--- src/rtl/htg9200_rst_sequencer_pkg.sv ---
// ---------------------------------------------------------------------------
// htg9200_rst_sequencer_pkg
// Shared definitions for the staged reset sequencer: FSM state encoding,
// abort counter width and a small saturating-increment helper.
// ---------------------------------------------------------------------------
package htg9200_rst_sequencer_pkg;

  // State encoding for the sequencer FSM
  localparam logic [1:0] ST_ENC_HOLD    = 2'd0;
  localparam logic [1:0] ST_ENC_RELEASE = 2'd1;
  localparam logic [1:0] ST_ENC_RUN     = 2'd2;
  localparam logic [1:0] ST_ENC_ASSERT  = 2'd3;

  typedef enum logic [1:0] {
    ST_HOLD    = ST_ENC_HOLD,
    ST_RELEASE = ST_ENC_RELEASE,
    ST_RUN     = ST_ENC_RUN,
    ST_ASSERT  = ST_ENC_ASSERT
  } seq_state_t;

  localparam int ABORT_CNT_W = 8;

  // Increment that sticks at all-ones instead of wrapping
  function automatic logic [ABORT_CNT_W-1:0] sat_inc_abort(input logic [ABORT_CNT_W-1:0] v);
    return (v == {ABORT_CNT_W{1'b1}}) ? v : v + ABORT_CNT_W'(1);
  endfunction

endpackage

--- src/rtl/htg9200_rst_sequencer_rdy_filter.sv ---
// ---------------------------------------------------------------------------
// htg9200_rdy_filter
// Brings the asynchronous IDELAYCTRL ready into the user_clk domain and only
// reports it as good after it has stayed high for RDY_FILTER consecutive
// synchronised cycles. Any synchronised low drops rdy_ok on the next edge.
// Ports:
//   user_clk    in   sole clock
//   sys_rst     in   synchronous active-high reset
//   idelay_rdy  in   raw IDELAYCTRL ready, asynchronous
//   rdy_ok      out  registered, filtered ready
// ---------------------------------------------------------------------------
module htg9200_rdy_filter
  import htg9200_rst_sequencer_pkg::*;
#(
  parameter int RDY_FILTER = 16
) (
  input  logic user_clk,
  input  logic sys_rst,
  input  logic idelay_rdy,
  output logic rdy_ok
);

  localparam int CNT_W = $clog2(RDY_FILTER + 1);

  (* ASYNC_REG = "TRUE" *) logic rdy_meta;
  (* ASYNC_REG = "TRUE" *) logic rdy_sync;
  logic [CNT_W-1:0]              high_cnt;

  // Two-flop synchroniser for the asynchronous ready input
  always_ff @(posedge user_clk) begin
    if (sys_rst) begin
      rdy_meta <= 1'b0;
      rdy_sync <= 1'b0;
    end else begin
      rdy_meta <= idelay_rdy;
      rdy_sync <= rdy_meta;
    end
  end

  // Consecutive-high counter; parks at RDY_FILTER so it cannot wrap
  always_ff @(posedge user_clk) begin
    if (sys_rst || !rdy_sync) begin
      high_cnt <= '0;
    end else if (high_cnt != CNT_W'(RDY_FILTER)) begin
      high_cnt <= high_cnt + CNT_W'(1);
    end
  end

  // Gating with rdy_sync makes a low drop rdy_ok one edge after it is seen,
  // rather than waiting for the counter to clear first
  always_ff @(posedge user_clk) begin
    if (sys_rst) begin
      rdy_ok <= 1'b0;
    end else begin
      rdy_ok <= rdy_sync && (high_cnt == CNT_W'(RDY_FILTER));
    end
  end

endmodule

--- src/rtl/htg9200_rst_sequencer.sv ---
// ---------------------------------------------------------------------------
// htg9200_rst_sequencer
// Releases N_STAGES user-logic resets in index order, GAP_CYCLES apart, once
// IDELAY ready has qualified. Loss of ready or a software reset request
// re-asserts every stage, holds them for SW_RST_HOLD cycles and re-sequences.
// Ports:
//   user_clk     in   sole clock
//   sys_rst      in   synchronous active-high reset
//   idelay_rdy   in   IDELAYCTRL ready, asynchronous
//   sw_rst_req   in   single-cycle software reset request
//   rst_out      out  active-high stage resets, bit 0 released first
//   seq_done     out  all stages released
//   abort_count  out  saturating number of aborts
// ---------------------------------------------------------------------------
module htg9200_rst_sequencer
  import htg9200_rst_sequencer_pkg::*;
#(
  parameter int N_STAGES    = 4,
  parameter int GAP_CYCLES  = 256,
  parameter int RDY_FILTER  = 16,
  parameter int SW_RST_HOLD = 64
) (
  input  logic                   user_clk,
  input  logic                   sys_rst,
  input  logic                   idelay_rdy,
  input  logic                   sw_rst_req,
  output logic [N_STAGES-1:0]    rst_out,
  output logic                   seq_done,
  output logic [ABORT_CNT_W-1:0] abort_count
);

  localparam int GAP_W  = $clog2(GAP_CYCLES + 1);
  localparam int IDX_W  = $clog2(N_STAGES + 1);
  localparam int HOLD_W = $clog2(SW_RST_HOLD + 1);

  seq_state_t          state;
  seq_state_t          state_nxt;
  logic                rdy_ok;
  logic [GAP_W-1:0]    gap_cnt;
  logic [IDX_W-1:0]    stage_idx;
  logic [HOLD_W-1:0]   hold_cnt;
  logic [N_STAGES-1:0] stage_mask;

  logic abort_req;
  logic gap_done;
  logic last_stage;
  logic hold_done;
  logic start_seq;
  logic do_abort;
  logic do_release;
  logic gap_inc;
  logic hold_inc;

  htg9200_rdy_filter #(
    .RDY_FILTER(RDY_FILTER)
  ) u_rdy_filter (
    .user_clk  (user_clk),
    .sys_rst   (sys_rst),
    .idelay_rdy(idelay_rdy),
    .rdy_ok    (rdy_ok)
  );

  assign abort_req  = !rdy_ok || sw_rst_req;
  assign gap_done   = (gap_cnt == GAP_W'(GAP_CYCLES - 1));
  assign last_stage = (stage_idx == IDX_W'(N_STAGES - 1));
  assign hold_done  = (hold_cnt == HOLD_W'(SW_RST_HOLD - 1));

  // One-hot select of the stage currently being released
  always_comb begin
    stage_mask = '0;
    for (int k = 0; k < N_STAGES; k++) begin
      stage_mask[k] = (stage_idx == IDX_W'(k));
    end
  end

  // State register
  always_ff @(posedge user_clk) begin
    if (sys_rst) begin
      state <= ST_HOLD;
    end else begin
      state <= state_nxt;
    end
  end

  // Next-state logic; an abort is checked before a stage release so the
  // stage due on the same edge stays asserted
  always_comb begin
    state_nxt = state;
    case (state)
      ST_HOLD:    if (rdy_ok) state_nxt = ST_RELEASE;
      ST_RELEASE: begin
        if (abort_req) begin
          state_nxt = ST_ASSERT;
        end else if (gap_done && last_stage) begin
          state_nxt = ST_RUN;
        end
      end
      ST_RUN:     if (abort_req) state_nxt = ST_ASSERT;
      ST_ASSERT:  if (hold_done) state_nxt = ST_HOLD;
      default:    state_nxt = ST_HOLD;
    endcase
  end

  // Control strobes decoded from the current state for the datapath
  always_comb begin
    start_seq  = (state == ST_HOLD) && rdy_ok;
    do_abort   = ((state == ST_RELEASE) || (state == ST_RUN)) && abort_req;
    do_release = (state == ST_RELEASE) && !abort_req && gap_done;
    gap_inc    = (state == ST_RELEASE) && !abort_req && !gap_done;
    hold_inc   = (state == ST_ASSERT);
  end

  // Counters, stage index and the registered reset outputs
  always_ff @(posedge user_clk) begin
    if (sys_rst) begin
      gap_cnt     <= '0;
      stage_idx   <= '0;
      hold_cnt    <= '0;
      rst_out     <= '1;
      seq_done    <= 1'b0;
      abort_count <= '0;
    end else begin
      if (start_seq) begin
        gap_cnt   <= '0;
        stage_idx <= '0;
      end
      if (gap_inc) begin
        gap_cnt <= gap_cnt + GAP_W'(1);
      end
      if (do_release) begin
        gap_cnt   <= '0;
        stage_idx <= stage_idx + IDX_W'(1);
        rst_out   <= rst_out & ~stage_mask;
        if (last_stage) begin
          seq_done <= 1'b1;
        end
      end
      if (do_abort) begin
        rst_out     <= '1;
        seq_done    <= 1'b0;
        hold_cnt    <= '0;
        abort_count <= sat_inc_abort(abort_count);
      end
      if (hold_inc) begin
        hold_cnt <= hold_cnt + HOLD_W'(1);
      end
    end
  end

endmodule

--- config.mk ---
export PLATFORM = sky130hd
export DESIGN_NAME = htg9200_rst_sequencer
export DESIGN_NICKNAME = d
export VERILOG_FILES = /design/src/rtl/htg9200_rst_sequencer_pkg.sv /design/src/rtl/htg9200_rst_sequencer_rdy_filter.sv /design/src/rtl/htg9200_rst_sequencer.sv
export SDC_FILE = /design/constraint.sdc
export NUM_CORES = 1
export LEC_CHECK = 0
export ABC_CLOCK_PERIOD_IN_PS = 2400
export BUFFER_PORTS_ARGS = -buffer_cell sky130_fd_sc_hd__buf_4
export CORE_ASPECT_RATIO = 1.2
export CORE_MARGIN = 5
export CORE_UTILIZATION = 53
export DETAILED_ROUTE_END_ITERATION = 8
export GPL_TIMING_DRIVEN = 0
export HOLD_SLACK_MARGIN = 0.06
export PLACE_DENSITY = 0.85
export REMOVE_ABC_BUFFERS = 1
export SETUP_SLACK_MARGIN = 0.1
export SLEW_MARGIN = 40
export SYNTH_ARGS = -nofsm -noshare
export SYNTH_HDL_FRONTEND = slang
export SYNTH_SLANG_ARGS = --single-unit
--- constraint.sdc ---
create_clock -name user_clk -period 2.4 [get_ports user_clk]
set_input_delay 0.12 -clock user_clk [delete_from_list [all_inputs] [get_ports user_clk]]
set_output_delay 0.12 -clock user_clk [all_outputs]
set_load 0.1 [all_outputs]
# Word-level counts from Yosys, hierarchy flattened

Index checks and enable logic that the tools add are counted.

Register bits after elaboration: 42
Bits of input ports: 4
Logic and storage cells: 70

Add/sub/neg operators: 5
Equal/unequal tests: 15
Multiplexer cells: 12
Bitwise operators: 3
Reductions and logical operators: 24

Operator list:

| operator              | number |
|---|---|
| $mux W9               | 2 |
| $mux W7               | 2 |
| $mux W2               | 5 |
| $add A9 B1 Y9 const B | 1 |
| $eq A9 B8 Y1 const B  | 1 |
| $add A8 B1 Y8 const B | 1 |
| $eq A8 B8 Y1 const B  | 1 |
| $pmux W2 S4           | 1 |
| $add A7 B1 Y7 const B | 1 |
| $eq A7 B6 Y1 const B  | 1 |
| $logic_and A1 B1 Y1   | 7 |
| $eq A3 B2 Y1 const B  | 2 |
| $mux W3               | 2 |
| $reduce_bool A2 Y1    | 3 |
| $add A5 B1 Y5 const B | 1 |
| $eq A5 B5 Y1 const B  | 1 |
| $ne A5 B5 Y1 const B  | 1 |
| $and A4 B4 Y4         | 1 |
| $eq A2 B2 Y1 const B  | 2 |
| $logic_not A1 Y1      | 4 |
| $ne A2 B2 Y1 const B  | 2 |
| $not A4 Y4            | 1 |
| $reduce_and A2 Y1     | 2 |
| $reduce_and A4 Y1     | 1 |
| 10 further kinds      | 13 |

# Longest topological paths before layout

Gate-level depths: netlist (run 1).

Depth after elaboration: 6
Gate-level depth with buffers: 10
Gate-level depth less buffers: 9

# Cells and area by module

A second synthesis (run 1) with hierarchy kept.

Cells, all modules: 241
Area, all modules: 2,109.5 um^2

By module, submodules not included:

| module                | instances | cells each | area each (um^2) | sequential area each (um^2) |
|---|---|---|---|---|
| htg9200_rst_sequencer | 1         | 208        | 1,759.2          | 680.7 |
| htg9200_rdy_filter    | 1         | 33         | 350.3            | 160.2 |

# Least setup slack after synthesis (run 1)

OpenSTA, ideal clock, no wires.

Kind: reg2reg
Start: reg gap_cnt[0]
End: reg gap_cnt[7]
Library setup time: 0.121 ns
Arrival time: 2.278 ns
Setup slack: 0.002 ns
Stages on the path, launching flop included: 11
Buffers on the path: 1
Cells stage by stage: dfxtp_1 > ha_1 > and3_1 > and3_1 > and3_1 > ha_1 > and4bb_1 > buf_4 > nand4_1 > nor2_1 > mux2_2

Cells in the longest elaborated chain, start to end: 4
Elaborated cells on any way between the ends: 8
Those cells by class: add/sub: 1; eq/ne: 1; mux: 1; reduce/logical: 5

Ends and longest elaborated chain:

| element                                                               | RTL line                     | text |
|---|---|---|
| from (decl)                                                           | htg9200_rst_sequencer.sv:39  | `logic [GAP_W-1:0] gap_cnt;` |
| from (signal assigned)                                                | htg9200_rst_sequencer.sv:128 | `gap_cnt <= gap_cnt + GAP_W'(1);` |
| parallel branches: the longest is 4 deep, another holds $add A9 B1 Y9 | n/a                          |  |

Parallel ways; which one is timed is not known.
A chain may end at the register's enable or synchronous reset.

# Worst setup path in the final report (run 1)

Ends and elaborated chain as after synthesis.

==> results of run 1 <==
[flip-flops by register name, summed over array words and instances (netlist names)]
name,flops
u_rdy_filter.rdy_ok,1
seq_done,1
gap_cnt,9
stage_idx,3
rst_out,4
u_rdy_filter.rdy_sync,1
u_rdy_filter.rdy_meta,1
abort_count,8
hold_cnt,7
state,2
u_rdy_filter.high_cnt,5
[routing by layer]
metal  vias to the layer above  routed length, µm  global-route usage (%)
met5                         -                  0                       0
met4                         0                104                    8.52
met3                        10                149                    3.57
met2                        35               2020                    25.9
met1                       821               1860                    20.0
li1                        882                  -                       -
[how the worst max path moves through the flow]
stage | cells past startpoint | endpoint | startpoint
6_report | 9 | gap_cnt[7]$_SDFFE_PP0P_ | gap_cnt[0]$_SDFFE_PP0P_
5_1_grt | 9 | gap_cnt[7]$_SDFFE_PP0P_ | gap_cnt[0]$_SDFFE_PP0P_
4_1_cts | 9 | gap_cnt[7]$_SDFFE_PP0P_ | gap_cnt[0]$_SDFFE_PP0P_
3_5_place_dp | 9 | gap_cnt[7]$_SDFFE_PP0P_ | gap_cnt[0]$_SDFFE_PP0P_
3_3_place_gp | 9 | gap_cnt[7]$_SDFFE_PP0P_ | gap_cnt[0]$_SDFFE_PP0P_
2_1_floorplan | 9 | gap_cnt[7]$_SDFFE_PP0P_ | gap_cnt[0]$_SDFFE_PP0P_
[power by group through the flow]
stage	combinational (mW)	sequential [mW]	clock (mW)
detailed placement	0.321	0.753	0
global route	0.371	0.738	0.584
CTS	0.338	0.736	0.550
global placement	0.309	0.752	0
floorplan	0.187	0.808	0
finish	0.346	0.735	0.543
[area by class of cell]
class | instances | area, µm²
flip-flops and latches | 42 | 846
repair buffers | 24 | 183
well taps | 52 | 65.1
multi-input cells | 174 | 1200
clock buffers | 7 | 76.3
fillers | 294 | 1250
inverters | 10 | 37.5
clock inverters | 1 | 30.0
[kinds of logic (layout without fill, tap and decap cells)]
| family | after synthesis | in the layout |
|---|---|---|
| fa+ha+maj | 16 | 16 |
| buf+inv | 18 | 42 |
| mux | 4 | 4 |
| simple gates | 92 | 92 |
| xor+xnor | 6 | 6 |
| compound gates | 56 | 56 |
| flops | 42 | 42 |
[Yosys cell counts, types with 2 or more instances]
cell / n / area [µm²]
a31oi_1: 4 / 25.0
nand2b_1: 4 / 25.0
and3_1: 5 / 31.3
or3_1: 3 / 18.8
nand2_1: 15 / 56.3
nor2_1: 21 / 78.8
a211oi_1: 2 / 15.0
ha_1: 16 / 200
nand3_1: 14 / 70.1
buf_2: 2 / 10.0
dfxtp_1: 42 / 841
clkbuf_1: 5 / 18.8
a21o_1: 3 / 22.5
a21oi_1: 23 / 115
nand4_1: 3 / 18.8
nor3_1: 3 / 15.0
nor2b_1: 5 / 31.3
nand3b_1: 7 / 52.6
inv_1: 10 / 37.5
xnor2_1: 2 / 17.5
o21ai_0: 10 / 50.1
xor2_1: 4 / 35.0
mux2i_1: 3 / 30.0
or4_1: 3 / 22.5
a311oi_1: 2 / 17.5
o31ai_1: 3 / 22.5
a41oi_1: 2 / 17.5
[per-stage QoR]
stage	TNS (ns)	total power, mW	instances	util [%]	setup WS (ns)
after floorplan	-0.0259	0.995	226	-	-0.0259
after global placement	-0.311	1.06	294	59.8	-0.239
after detailed placement	-0.510	1.07	294	59.8	-0.244
after CTS	0	1.62	308	64.9	0.130
after global routing	0	1.69	310	66.1	0.0939
final	0	1.62	310	66.1	0.171
[repair_timing]
| action | 4_1_cts | 5_1_grt |
|---|---|---|
| endpoints found under the setup margin | 10 | 10 |
| hold buffers | 1 | 0 |
| gates resized for setup | 10 | 6 |
| setup buffers | 5 | 2 |
| hold endpoints to repair | 1 | 0 |
| pin swaps | 4 | 1 |
==> results.yml, run 1 <==
status:
  status: "complete, no violations"
worst_setup_path:
  cpMaxStageDelayCell: "dfxtp_4"
  r2r_end: "gap_cnt[7]$_SDFFE_PP0P_"
  worstPathArrival_ns: 2.42
  reg2reg_depth: 9
  critPathBufInv: 0
  max_stage_delay_ns: 0.37
  crit_required_ns: 2.59
  crit_fanout: 5
  cp_cell_sequence: "ha_4 > and3_4 > and3_4 > and3_4 > ha_4 > and4bb_4 > nand4_1 > nor2_1 > mux2_4"
  worst_r2r_startpoint: "gap_cnt[0]$_SDFFE_PP0P_"
  worstSetupPathType: "flop to flop"
  crit_top_cell: "and3_4"
  cpLargestDelayFamily: "simple AND/OR/NAND/NOR gates"
  reg2reg_setup_slack_ns: 0.17
  end_kind: "flop"
  start_kind: "flop"
drt:
  ant_nets: 0
  drt-vias-per-instance: 5.64
  drt_pass1_iterations: 5
  wl_per_cell_um: 13.4
  drt-total-wl_um: 4140
  vias: 1748
  drc: 0
  drt_iter0_markers: 69
clock_network:
  clk_path_buf_depth: 2
  cts.sinks: 42
  path_clk_slew_ns: 0.07
  cts_buffers: 5
  cts_tree: "yes"
  worstSkewPairLatency_ns: 0.30
  clockRootBuffer: "clkbuf_8"
  cts_max_level: 2
final_layout:
  drive_gt1_share_pct: 17.8
  nNetsFinal: 277
  layout_commonest_cell: "dfxtp_1"
  antenna_cells: 0
  final_area_mm2: 0.00244
  layout_common_cells: "40 x dfxtp_1, 23 x a21oi_1, 23 x buf_4"
  area_delta_synth_final_pct: 18.5
yosys:
  dominantRegCellSynth: "dfxtp_1"
  ys_warn_count: 0
  synth-compound-area-share_pct: 17.1
  synth.yosys.seq_area_share_pct: 40.8
  synth_edf_count: 0
  synthSimpleGateAreaFrac_pct: 24.2
  synthAdderAreaFrac_pct: 9.72
  avgSynthCellArea_um2: 8.80
  async_flop_share_pct: 0
  synthMuxAreaShare_pct: 2.00
  synth_xor_xnor_area_share_pct: 2.55
  syn_inst: 234
  synth.cell_area_mm2: 0.00206
  ys_ff_latch: 42
  synth_top_family_by_area: "simple AND/OR/NAND/NOR gates"
  ys_types: 45
placed_design:
  portBuffers: 16
  place_hpwl_um: 2720
  place.gp.congestion: 0.792
  post_dp_cell_area_mm2: 0.00221
global_routing:
  grt_max_degree: 28
  grt_pass1_wl_um: 6640
  antenna_found_initial: 0
  track_usage_pct: 16.2
  globalRouteOverflowTotal: 0
  grt_pass1_vias: 1523
timing:
  finalSetupViolCount: 0
  relSlewSlack_pct: 65.4
  tightest_slew_ns: 0.515
  max_freq_mhz: 449
  drv_slew: 0
  min_period_over_period_pct: 92.9
  whs_ns: 0.177
  rsz0062_at_grt: "no"
  min_period_ns: 2.23
  skew_ns: 0.00613
  finalHoldViolCount: 0
pwr:
  p_clk_share_pct: 33.4
  intPower_mw: 1.14
  swShare_pct: 30.0
  p_leak_nw: 0.877
  power_switching_mw: 0.487
  ir_drop_uv: 498
  power.density_mw_per_mm2: 665
  p_seq_share_pct: 45.3
  p_comb_share_pct: 21.3
hold_path:
  worstHoldStart: "sys_rst"
  holdPathEnd: "hold_cnt[0]$_SDFFE_PP0P_"
  hold_class: "primary input to flop"
  min_path_cells: 2
floorplanning:
  dieWidth_um: 66.9
  die_area_mm2: 0.00524
  initial_utilization_pct: 55.8
  die_h_um: 78.3
  core_area_mm2: 0.00369
  row_count: 24
  io-pin-count: 17
run:
  maxCapViolCount: 0
(Power assumes the default switching activity.)
==> inputs of run 2 (changes only) <==
==> constraint.sdc (replaced) <==
create_clock -name user_clk -period 2.4 [get_ports user_clk]
set_input_delay 0.24 -clock user_clk [delete_from_list [all_inputs] [get_ports user_clk]]
set_output_delay 0.24 -clock user_clk [all_outputs]
set_load 0.1 [all_outputs]
==> results.yml, run 2 (synthesis gave the netlist of run 1 again) <==
floorplanning:
  io-pin-count: 17
  core_area_mm2: 0.00369
  initial_utilization_pct: 55.8
  dieWidth_um: 66.9
  die_h_um: 78.3
  row_count: 24
  die_area_mm2: 0.00524
placed_design:
  portBuffers: 16
  post_dp_cell_area_mm2: 0.00221
  place_hpwl_um: 2720
  place.gp.congestion: 0.792
  dp_cells: 294
worst_setup_path:
  cp_cell_sequence: "ha_4 > and3_4 > and3_4 > and3_4 > ha_4 > and4bb_4 > nand4_1 > nor2_1 > mux2_4"
  cpMaxStageDelayCell: "dfxtp_4"
  crit_required_ns: 2.59
  reg2reg_depth: 9
  crit_fanout: 5
  reg2reg_setup_slack_ns: 0.17
  worst_r2r_startpoint: "gap_cnt[0]$_SDFFE_PP0P_"
  end_kind: "flop"
  start_kind: "flop"
  worstSetupPathType: "flop to flop"
  worstPathArrival_ns: 2.42
  r2r_end: "gap_cnt[7]$_SDFFE_PP0P_"
  crit_top_cell: "and3_4"
  max_stage_delay_ns: 0.37
timing:
  drv_slew: 0
  tightest_slew_ns: 0.503
  whs_ns: 0.152
  finalHoldViolCount: 0
  max_freq_mhz: 448
  rsz0062_at_grt: "no"
  relSlewSlack_pct: 66.2
  min_period_ns: 2.23
  skew_ns: 0.00656
  min_period_over_period_pct: 92.9
  finalSetupViolCount: 0
clock_network:
  cts_tree: "yes"
  clk_path_buf_depth: 2
  clockRootBuffer: "clkbuf_8"
  cts_buffers: 5
  cts_max_level: 2
  path_clk_slew_ns: 0.07
  cts.sinks: 42
  worstSkewPairLatency_ns: 0.30
  hold_buffers: 0
drt:
  wl_per_cell_um: 13.5
  drc: 0
  vias: 1752
  drt-vias-per-instance: 5.67
  drt_iter0_markers: 73
  drt-total-wl_um: 4160
  drt_pass1_iterations: 4
  ant_nets: 0
final_layout:
  final_area_mm2: 0.00243
  fin_cells: 309
  layout_commonest_cell: "dfxtp_1"
  antenna_cells: 0
  largestRegisters: "gap_cnt: 9 flops, abort_count: 8 flops, hold_cnt: 7 flops"
  drive_gt1_share_pct: 17.9
  layout_common_cells: "40 x dfxtp_1, 23 x a21oi_1, 23 x buf_4"
  regMostFlops: "gap_cnt"
  nNetsFinal: 276
  largest_reg_flops: 9
  area_delta_synth_final_pct: 18.0
global_routing:
  grt_max_degree: 28
  track_usage_pct: 16.1
  globalRouteOverflowTotal: 0
  grt_pass1_wl_um: 6630
  grt_pass1_vias: 1520
  antenna_found_initial: 0
pwr:
  power.density_mw_per_mm2: 667
  p_leak_nw: 0.873
  p_total_mw: 1.62
  ir_drop_uv: 498
run:
  maxCapViolCount: 0
status:
  status: "complete, no violations"
hold_path:
  worstHoldStart: "idelay_rdy"
  hold_class: "primary input to flop"
  min_path_cells: 2
  holdPathEnd: "u_rdy_filter.rdy_meta$_SDFF_PP0_"
-- run 2: cell types whose count changed in the layout (fill, tap and decap cells not counted) --
cell           previous run  this run
dlygate4sd3_1             1         0
-- run 2: power breakdown --
part           internal, mW  switching, mW
registers             0.716         0.0188
clock network         0.311          0.232
logic                 0.108          0.235
total                  1.14          0.486
-- run 2: metrics by stage --
step | utilization [%] | setup TNS, ns | setup slack [ns]
after floorplan | - | -0.0259 | -0.0259
after global placement | 59.8 | -0.311 | -0.239
after detailed placement | 59.8 | -0.510 | -0.244
after CTS | 64.6 | 0 | 0.130
after global routing | 65.8 | 0 | 0.0939
final | 65.8 | 0 | 0.170
-- run 2: repair_timing --
item,4_1_cts,5_1_grt
buffers inserted,5,2
pin swaps,4,1
setup endpoints to repair,10,10
gates resized for setup,10,6
-- run 2: worst max-delay path: cells and delay by family (launching register included) --
family        cells  cell delay (ns)
mux               1             0.31
fa+ha+maj         2             0.33
flops             1             0.37
simple gates      6             1.12
-- run 2: layout make-up --
cell class / count / area [µm²]
Clock buffer: 7 / 76.3
Clock inverter: 1 / 30.0
Fill cell: 295 / 1260
Inverter: 10 / 37.5
Multi-Input combinational cell: 174 / 1200
Sequential cell: 42 / 846
Tap cell: 52 / 65.1
Timing Repair Buffer: 23 / 173
-- run 2: worst max-delay path by stage --
| stage | start | endpoint | cells past startpoint |
|---|---|---|---|
| 4_1_cts | gap_cnt[0]$_SDFFE_PP0P_ | gap_cnt[7]$_SDFFE_PP0P_ | 9 |
| 2_1_floorplan | gap_cnt[0]$_SDFFE_PP0P_ | gap_cnt[7]$_SDFFE_PP0P_ | 9 |
| 6_report | gap_cnt[0]$_SDFFE_PP0P_ | gap_cnt[7]$_SDFFE_PP0P_ | 9 |
| 5_1_grt | gap_cnt[0]$_SDFFE_PP0P_ | gap_cnt[7]$_SDFFE_PP0P_ | 9 |
| 3_5_place_dp | gap_cnt[0]$_SDFFE_PP0P_ | gap_cnt[7]$_SDFFE_PP0P_ | 9 |
| 3_3_place_gp | gap_cnt[0]$_SDFFE_PP0P_ | gap_cnt[7]$_SDFFE_PP0P_ | 9 |
-- run 2: metal layers --
metal / global-route usage, % / vias to the layer above / wire length [µm]
met3: 3.57 / 8 / 127
met4: 8.52 / 0 / 99
li1: - / 882 / -
met2: 25.9 / 27 / 2060
met5: 0 / - / 0
met1: 19.9 / 835 / 1870
